$ cat src/rtl/controle_pkg.sv
// Shared types and verdict encodings for the verdict sequencer.
// Verdict bit order is {aceito, comprometido, recusado}, matching the decoder.
package controle_pkg;

    typedef enum logic [2:0] {
        OCIOSO,
        MOSTRA,
        BIP_ON,
        BIP_OFF,
        PAUSA
    } estado_e;

    localparam logic [2:0] V_ACEITO       = 3'b100;
    localparam logic [2:0] V_COMPROMETIDO = 3'b010;
    localparam logic [2:0] V_RECUSADO     = 3'b001;
    localparam logic [2:0] V_NENHUM       = 3'b000;

    function automatic logic eh_veredito(input logic [2:0] v);
        return (v == V_ACEITO) || (v == V_COMPROMETIDO) || (v == V_RECUSADO);
    endfunction

endpackage

$ cat src/rtl/controle_veredito_temporizador.sv
// Loadable down-counter; expira is high while the count sits at 1.
// Saturates at 0 so an idle timer never raises expira.
module temporizador #(
    parameter int unsigned LARGURA = 8
) (
    input  logic               clk,
    input  logic               rst,
    input  logic               carga_i,
    input  logic [LARGURA-1:0] valor_i,
    output logic               expira_o
);

    logic [LARGURA-1:0] cnt_q;

    always_ff @(posedge clk or posedge rst) begin
        if (rst) begin
            cnt_q <= '0;
        end else if (carga_i) begin
            cnt_q <= valor_i;
        end else if (cnt_q != '0) begin
            cnt_q <= cnt_q - 1'b1;
        end
    end

    assign expira_o = (cnt_q == LARGURA'(1));

endmodule

$ cat src/rtl/controle_veredito.sv
// Verdict sequencer: shows aceito/comprometido steadily, blinks recusado, then blanks.
// One pending slot catches verdicts that arrive while a previous one is still on display.
module controle_veredito
    import controle_pkg::*;
#(
    parameter int unsigned HOLD_CYC = 50_000_000,
    parameter int unsigned BEEP_CYC = 12_500_000,
    parameter int unsigned N_BEEPS  = 3,
    parameter int unsigned GAP_CYC  = 5_000_000
) (
    input  logic clk,
    input  logic rst,
    input  logic valido,
    input  logic aceito_in,
    input  logic comprometido_in,
    input  logic recusado_in,
    output logic aceito,
    output logic comprometido,
    output logic recusado,
    output logic ocupado,
    output logic pendente,
    output logic descartado,
    output logic invalido
);

    localparam int unsigned MaxHb  = (HOLD_CYC > BEEP_CYC) ? HOLD_CYC : BEEP_CYC;
    localparam int unsigned MaxCyc = (MaxHb > GAP_CYC) ? MaxHb : GAP_CYC;
    localparam int unsigned TW     = $clog2(MaxCyc + 1);
    localparam int unsigned BW     = $clog2(N_BEEPS + 1);

    localparam logic [TW-1:0] HoldV     = TW'(HOLD_CYC);
    localparam logic [TW-1:0] BeepV     = TW'(BEEP_CYC);
    localparam logic [TW-1:0] GapV      = TW'(GAP_CYC);
    localparam logic [BW-1:0] UltimoBip = BW'(N_BEEPS - 1);

    estado_e        st_q, st_d;
    logic [2:0]     verd_q, verd_d;
    logic [2:0]     pend_q, pend_d;
    logic           pend_v_q, pend_v_d;
    logic [BW-1:0]  beep_q, beep_d;

    logic [2:0]     entrada;
    logic           unico;
    logic           carrega;
    logic [2:0]     novo;
    logic           carga;
    logic [TW-1:0]  valor;
    logic           expira;

    logic [2:0]     linhas_d;
    logic           ocup_d;
    logic           desc_d;
    logic           inval_d;

    temporizador #(
        .LARGURA (TW)
    ) u_temporizador (
        .clk      (clk),
        .rst      (rst),
        .carga_i  (carga),
        .valor_i  (valor),
        .expira_o (expira)
    );

    always_comb begin
        entrada  = {aceito_in, comprometido_in, recusado_in};
        unico    = valido && eh_veredito(entrada);
        inval_d  = valido && !eh_veredito(entrada);
        st_d     = st_q;
        verd_d   = verd_q;
        pend_d   = pend_q;
        pend_v_d = pend_v_q;
        beep_d   = beep_q;
        desc_d   = 1'b0;
        carrega  = 1'b0;
        novo     = V_NENHUM;
        carga    = 1'b0;
        valor    = '0;

        case (st_q)
            OCIOSO: begin
                if (unico) begin
                    carrega = 1'b1;
                    novo    = entrada;
                end
            end
            MOSTRA: begin
                if (expira) begin
                    st_d  = PAUSA;
                    carga = 1'b1;
                    valor = GapV;
                end
            end
            BIP_ON: begin
                if (expira) begin
                    st_d  = BIP_OFF;
                    carga = 1'b1;
                    valor = BeepV;
                end
            end
            BIP_OFF: begin
                if (expira) begin
                    carga = 1'b1;
                    if (beep_q == UltimoBip) begin
                        st_d  = PAUSA;
                        valor = GapV;
                    end else begin
                        beep_d = beep_q + 1'b1;
                        st_d   = BIP_ON;
                        valor  = BeepV;
                    end
                end
            end
            PAUSA: begin
                if (expira) begin
                    if (pend_v_q) begin
                        // Older pending verdict goes on display; a same-cycle strobe refills the slot.
                        carrega  = 1'b1;
                        novo     = pend_q;
                        pend_v_d = unico;
                        if (unico) begin
                            pend_d = entrada;
                        end
                    end else if (unico) begin
                        carrega = 1'b1;
                        novo    = entrada;
                    end else begin
                        st_d  = OCIOSO;
                        carga = 1'b1;
                    end
                end
            end
            default: st_d = OCIOSO;
        endcase

        if (st_q != OCIOSO && unico && !(st_q == PAUSA && expira)) begin
            desc_d   = pend_v_q;
            pend_d   = entrada;
            pend_v_d = 1'b1;
        end

        if (carrega) begin
            verd_d = novo;
            beep_d = '0;
            carga  = 1'b1;
            if (novo == V_RECUSADO) begin
                st_d  = BIP_ON;
                valor = BeepV;
            end else begin
                st_d  = MOSTRA;
                valor = HoldV;
            end
        end

        linhas_d = V_NENHUM;
        if (st_d == MOSTRA) begin
            linhas_d = verd_d;
        end else if (st_d == BIP_ON) begin
            linhas_d = V_RECUSADO;
        end
        ocup_d = (st_d != OCIOSO);
    end

    always_ff @(posedge clk or posedge rst) begin
        if (rst) begin
            st_q         <= OCIOSO;
            verd_q       <= V_NENHUM;
            pend_q       <= V_NENHUM;
            pend_v_q     <= 1'b0;
            beep_q       <= '0;
            aceito       <= 1'b0;
            comprometido <= 1'b0;
            recusado     <= 1'b0;
            ocupado      <= 1'b0;
            pendente     <= 1'b0;
            descartado   <= 1'b0;
            invalido     <= 1'b0;
        end else begin
            st_q         <= st_d;
            verd_q       <= verd_d;
            pend_q       <= pend_d;
            pend_v_q     <= pend_v_d;
            beep_q       <= beep_d;
            aceito       <= linhas_d[2];
            comprometido <= linhas_d[1];
            recusado     <= linhas_d[0];
            ocupado      <= ocup_d;
            pendente     <= pend_v_d;
            descartado   <= desc_d;
            invalido     <= inval_d;
        end
    end

endmodule

$ cat config.mk
export PLATFORM = sky130hd
export DESIGN_NAME = controle_veredito
export DESIGN_NICKNAME = d
export VERILOG_FILES = /design/src/rtl/controle_pkg.sv /design/src/rtl/controle_veredito_temporizador.sv /design/src/rtl/controle_veredito.sv
export SDC_FILE = /design/constraint.sdc
export NUM_CORES = 1
export LEC_CHECK = 0
export CORE_MARGIN = 8
export CORE_UTILIZATION = 39
export CTS_CLUSTER_SIZE = 28
export DETAILED_ROUTE_END_ITERATION = 12
export MAX_ROUTING_LAYER = met4
export PLACE_DENSITY = 0.59
export SLEW_MARGIN = 20
export SYNTH_ARGS = -nofsm -noshare
export SYNTH_HDL_FRONTEND = slang
export SYNTH_SLANG_ARGS = --single-unit
$ cat constraint.sdc
create_clock -name clk -period 5.04 [get_ports clk]
set_input_delay 1.26 -clock clk [delete_from_list [all_inputs] [get_ports clk]]
set_output_delay 1.26 -clock clk [all_outputs]
set_load 0.05 [all_outputs]
# After elaboration in Yosys (flattened, before gate mapping)
# Cells that the tools add are included.
[classes] n_addsub=2 n_mux=50 n_eq_ne=13 reduce_logical=24
[op_table] cell="$mux 26" n=4
[op_table] cell="$mux 24" n=3
[op_table] cell="$pmux 24 s3" n=1
[op_table] cell="$mux 3" n=18
[op_table] cell="$eq 26x1->1 const B" n=1
[op_table] cell="$reduce_bool 26->1" n=1
[op_table] cell="$sub 26x1->26 const B" n=1
[op_table] cell="$mux 23" n=1
[op_table] cell="$pmux 3 s5" n=1
[op_table] cell="$mux 1" n=14
[op_table] cell="$reduce_bool 2->1" n=7
[op_table] cell="$eq 3x1->1 const B" n=4
[op_table] cell="$eq 3x2->1 const B" n=4
[op_table] cell="$mux 2" n=5
[op_table] cell="$eq 3x3->1 const B" n=2
[op_table] cell="$pmux 3 s2" n=1
[op_table] cell="$reduce_bool 3->1" n=2
[op_table] cell="$logic_and 1x1->1" n=5
[op_table] cell="$pmux 1 s2" n=2
[op_table] cell="$reduce_and 4->1" n=1
[op_table] cell="$logic_not 3->1" n=1
[op_table] cell="$reduce_and 3->1" n=1
[op_table] cell="$reduce_or 3->1" n=1
[op_table] cell="$add 2x1->2 const B" n=1
[op_table] cell="5 further kinds" n=7
[word_totals] output_inout_bits=7 elab_cells=101 input_bits=6 ff_bits=44

# Depth between registers and ports, before layout
[depth] word_depth=14 ltp_mapped=9 mapped_depth_nobuf=8

# Modules after synthesis
# Synthesis repeated with hierarchy kept, for this count alone.
[hier_totals] hier_cells=305 hier_area_um2=2845.2
[modules_own_cells] mod="temporizador" seq_area_each_um2=650.6 area_each_um2=1765.4 n_inst=1 cells_per_inst=193
[modules_own_cells] mod="controle_veredito" seq_area_each_um2=450.4 area_each_um2=1079.8 n_inst=1 cells_per_inst=112

# Worst setup path before layout
# Ideal clock, no wire load.
[synth_timing] path_kind="input to register" start="input aceito_in" end="register recusado" stages=6 slack_ps=1891 n_path_buf=0 arrival_time_ps=3028 required_ps=4918 setup_ps=122 path_cell_list="or4bb_1 o21ai_0 or4b_1 a211o_1 o221a_2 a32o_1"
[synth_between] elab_chain_len=14 elab_cells_between_ends=26 cone_classes="eq/ne (6); mux (17); reduce/logical (3)"
[synth_rtl] item="start: declaration" line_no="controle_veredito.sv:14" rtl="input logic aceito_in,"
[synth_rtl] item="$eq 3x3->1 / $eq 3x2->1 (equally long branches)" line_no="controle_pkg.sv:19" rtl="return (v == V_ACEITO) || (v == V_COMPROMETIDO) || (v == V_RECUSADO);"
[synth_rtl] item="$logic_or 1x1->1 (2 in a row)" line_no="controle_pkg.sv:19"
[synth_rtl] item="$logic_and 1x1->1" line_no="controle_veredito.sv:67" rtl="unico = valido && eh_veredito(entrada);"
[synth_rtl] item="$mux 3" line_no="controle_veredito.sv:82, controle_veredito.sv:124"
[synth_rtl] item="$mux 3" line_no="controle_veredito.sv:116" rtl="if (pend_v_q) begin"
[synth_rtl] item="$mux 3" line_no="controle_veredito.sv:115" rtl="if (expira) begin"
[synth_rtl] item="$pmux 3 s2" line_no="controle_veredito.sv:80" rtl="case (st_q)"
[synth_rtl] item="$eq 3x1->1" line_no="controle_veredito.sv:146" rtl="if (novo == V_RECUSADO) begin"
[synth_rtl] item="$mux 2" line_no="controle_veredito.sv:146"
[synth_rtl] item="$mux 3" line_no="controle_veredito.sv:142" rtl="if (carrega) begin"
[synth_rtl] item="$eq 3x2->1" line_no="controle_veredito.sv:158" rtl="end else if (st_d == BIP_ON) begin"
[synth_rtl] item="$mux 1" line_no="controle_veredito.sv:158"
[synth_rtl] item="$mux 3 *" line_no="controle_veredito.sv:156" rtl="if (st_d == MOSTRA) begin"
[synth_rtl] item="named net linhas_d[0]" line_no="controle_veredito.sv:50" rtl="logic [2:0] linhas_d;"
[synth_rtl] item="end signal: assignment" line_no="controle_veredito.sv:186" rtl="recusado <= linhas_d[0];"
[synth_rtl] item="end: declaration" line_no="controle_veredito.sv:19" rtl="output logic recusado,"
# The timed path passes the listed nets; every way through them passes the cells marked *.
# A chain may end at the register's enable or synchronous reset.

# Worst setup path after layout
# Ends and elaborated chain as after synthesis.

==> metrics.log <==
INFO  metric status = finished clean
INFO  metric netlist_instances = 275
INFO  metric critPathTopFamily = simple AND/OR/NAND/NOR gates
INFO  metric drt-pass1-iter-count = 6
INFO  metric synth_top_area_share = 43.46%
INFO  metric setup_slack = 1.545 ns
INFO  metric drive_gt1_share = 8.681%
INFO  metric fin_area = 2818 um2
INFO  metric async_reset_ff_share = 100.0%
INFO  metric cts_tree = yes
INFO  metric synth.top_cells.by_count = sky130_fd_sc_hd__dfrtp_1, sky130_fd_sc_hd__nand2_1, sky130_fd_sc_hd__nor2_1
INFO  metric cts_sinks = 44
INFO  metric postSynthRegisterBits = 44
INFO  metric fin_worst_skew = 0.006724 ns
INFO  metric synth_seq_area_share = 43.46%
INFO  metric place_congestion = 0.8595
INFO  metric synthMostInstantiatedCell = sky130_fd_sc_hd__dfrtp_1
INFO  metric grt_setup_unrepaired = false
INFO  metric post_drt_via_cell_ratio = 5.373
INFO  metric via_count_of_the_first_global_routing_pass = 1935
INFO  metric utilization = 44.63%
INFO  metric grt_overflow_total = 0
INFO  metric worst-endpoint-arrival = 3.69 ns
INFO  metric clock_tree.htree_level_count = 2
INFO  metric top_level_ports = 13
INFO  metric number_of_buffers_inserted_by_post_cts_setup_repair = 0
INFO  metric ctsLongestPathBuffers = 2
INFO  metric grt_max_degree = 45
INFO  metric ys.warnings.count = 0
INFO  metric maxSlewHeadroom = 39.22%
INFO  metric post-dp-hpwl = 3941 um
INFO  metric critical_path.max_fanout = 8
INFO  metric worst_setup_hold_path_clk_slew = 0.08 ns
INFO  metric start_util = 40.13%
INFO  metric syn_avg_cell_area = 9.213 um2
INFO  metric netlist_area_before_placement = 2534 um2
INFO  metric num-fill-cells = 613
INFO  metric p_per_area = 223.9 nW/um2
INFO  metric hold_fix_buffers_at_cts = 0
INFO  metric floorplan.rows = 29
INFO  metric first_iter_violations = 62
INFO  metric cts_bufs_inserted = 5
INFO  metric timing_max_transition_violations_final = 0
INFO  metric preCtsSetupSlack = 1.214 ns
INFO  metric clock_latency_reported_for_the_late_side_of_the_worst_skew_pair = 0.30 ns
INFO  metric synth_top_cell_by_area = sky130_fd_sc_hd__dfrtp_1
INFO  metric die-width = 96.60 um
INFO  metric cp.buffers_inverters = 1
INFO  metric timing.critical_path.slowest_cell_delay = 0.55 ns
INFO  metric finalWorstPathRequiredPeriod = 3.495 ns
INFO  metric fmax = 286.1 MHz
INFO  metric fp.dieH = 96.60 um
INFO  metric dieArea = 9332 um2
INFO  metric period_utilisation_layout = 69.35%
INFO  metric synthDistinctLibCells = 51
INFO  metric final.hold.worst_slack = 0.5095 ns
INFO  metric drc = 0
INFO  metric timing.critical_path.to_type = flop
INFO  metric critical_path_cell_by_cell = clkdlybuf4s50_1 -> or4bb_1 -> o21ai_0 -> or4b_1 -> a211o_1 -> o221a_2 -> a32o_1
INFO  metric grt_antenna_before_repair = 0
INFO  metric fin_setup_tns = 0 ns
INFO  metric design.core.area = 6314 um2
INFO  metric setup.worst_path.start_class = input port
INFO  metric placement.cell_area = 2728 um2
INFO  metric leakagePower = 1.120 nW
INFO  metric setup_viol = 0
INFO  metric drt.antenna.violating_nets = 0
INFO  metric antennaDiodeCount = 0
INFO  metric placement.io_buffers = 12
INFO  metric postRouteWirelength = 5528 um
INFO  metric grt_pass1_wl = 9701 um
INFO  metric ys_dominant_reg_cell = sky130_fd_sc_hd__dfrtp_1
INFO  metric area.growth.synth_to_final = 11.21%
INFO  metric drt-wirelength-per-cell = 15.15 um
INFO  metric nets = 297
INFO  metric hp-class = reg2reg
INFO  metric synth_enable_flop_cells = 0
INFO  metric worst-endpoint-required = 5.23 ns
INFO  metric timing.setup.critical_path_class = in2reg
INFO  metric postSynthNetCount = 285
INFO  metric detailroute.via_count = 1961
INFO  metric timing_worst_slew_pin_value = 0.9104 ns
INFO  metric synth_top_cells_by_area = sky130_fd_sc_hd__dfrtp_1, sky130_fd_sc_hd__xor2_1, sky130_fd_sc_hd__nand2_1
INFO  metric global_route.usage.total = 12.48%
INFO  metric worst_path_max_delay_cell = sky130_fd_sc_hd__or4bb_1
INFO  metric timing.max_cap.violations = 0
INFO  metric clk_root_buffer_cell = sky130_fd_sc_hd__clkbuf_8
INFO  metric timing_hold_violations_final = 0
INFO  metric cts_resized = 0
INFO  metric ir_worst_vdd = 0.1244 mV
-- power breakdown --
part           internal, mW  switching, mW  total (mW)
Sequential            0.359        0.00325       0.362
Combinational        0.0163         0.0221      0.0384
Clock                 0.112          0.118       0.230
-- worst paths after layout --
path,start,to,slack [ns],cells past startpoint
setup / recovery,aceito_in,recusado$_DFF_PP0_,1.54,7
hold / removal,verd_q[0]$_DFF_PP0_,verd_q[0]$_DFF_PP0_,0.51,1
setup reg to reg,u_temporizador.cnt_q[22]$_DFFE_PP0P_,recusado$_DFF_PP0_,1.91,6
hold reg to reg,verd_q[0]$_DFF_PP0_,verd_q[0]$_DFF_PP0_,0.51,1
max in group asynchronous,rst,u_temporizador.cnt_q[3]$_DFFE_PP0P_,3.00,2
min in group asynchronous,rst,u_temporizador.cnt_q[21]$_DFFE_PP0P_,1.47,2
-- final cells by class --
class                           instances  area [um2]  share of cell area (%)
Clock buffer                            8       90.09                   3.197
Inverter                                8       30.03                   1.066
Multi-Input combinational cell        214        1365                   48.45
Sequential cell                        44        1101                   39.08
Tap cell                               77       96.34                   3.419
Timing Repair Buffer                   14       135.1                   4.796
-- layout by cell type (no fill, tap or decap), types with 3 or more instances in the layout --
| cell type | netlist | routed |
|---|---|---|
| sky130_fd_sc_hd__nor3_1 | 12 | 12 |
| sky130_fd_sc_hd__nand2b_1 | 6 | 6 |
| sky130_fd_sc_hd__or2_2 | 5 | 5 |
| sky130_fd_sc_hd__nor4_1 | 8 | 8 |
| sky130_fd_sc_hd__dfrtp_1 | 44 | 44 |
| sky130_fd_sc_hd__nor2_1 | 27 | 27 |
| sky130_fd_sc_hd__o21a_1 | 3 | 3 |
| sky130_fd_sc_hd__o31ai_1 | 3 | 3 |
| sky130_fd_sc_hd__or4_1 | 4 | 4 |
| sky130_fd_sc_hd__ha_1 | 4 | 4 |
| sky130_fd_sc_hd__nand3b_1 | 3 | 3 |
| sky130_fd_sc_hd__nand2_1 | 30 | 30 |
| sky130_fd_sc_hd__a21oi_1 | 18 | 18 |
| sky130_fd_sc_hd__xnor2_1 | 9 | 9 |
| sky130_fd_sc_hd__nand3_1 | 7 | 7 |
| sky130_fd_sc_hd__or3_1 | 6 | 6 |
| sky130_fd_sc_hd__clkdlybuf4s50_1 | 0 | 12 |
| sky130_fd_sc_hd__o21ai_0 | 9 | 9 |
| sky130_fd_sc_hd__mux2_2 | 3 | 3 |
| sky130_fd_sc_hd__xor2_1 | 15 | 15 |
| sky130_fd_sc_hd__inv_1 | 8 | 7 |
| sky130_fd_sc_hd__clkbuf_8 | 0 | 6 |
| sky130_fd_sc_hd__a21o_1 | 5 | 5 |
-- logic make-up (layout without fill, tap and decap cells) --
kind of cell / Yosys count / after routing / share of synthesized area [%]
AND/OR/NAND/NOR: 126 / 126 / 27.41
AO/OA/AOI/OAI: 56 / 56 / 14.47
flip-flops: 44 / 44 / 43.46
XOR/XNOR: 24 / 24 / 8.297
buffers and inverters: 17 / 30 / 2.666
adder cells (fa/ha/maj): 4 / 4 / 1.975
multiplexers: 4 / 4 / 1.728
-- registers in the layout, indices dropped and copies added (netlist names), 2 cells and up --
register,flops
beep_q,2
pend_q,3
st_q,3
u_temporizador.cnt_q,26
verd_q,3
-- metal layers --
metal	share of wire (%)	vias to the layer above	global-route usage, %	routed length [um]
met4	1.2	0	3.550	65
met1	52	939	16.61	2878
met2	44	17	18.70	2454
met3	2.4	6	2.418	130
li1	-	999	-	-
met5	0	-	-	0
-- stage by stage --
stage | power, mW | std cells
after global placement | 0.4091 | 357
after global routing | 0.6606 | 365
final | 0.6309 | 365
after CTS | 0.6420 | 365
after detailed placement | 0.4090 | 357
after floorplan | 0.3948 | 275
(Power assumes the default switching activity.)
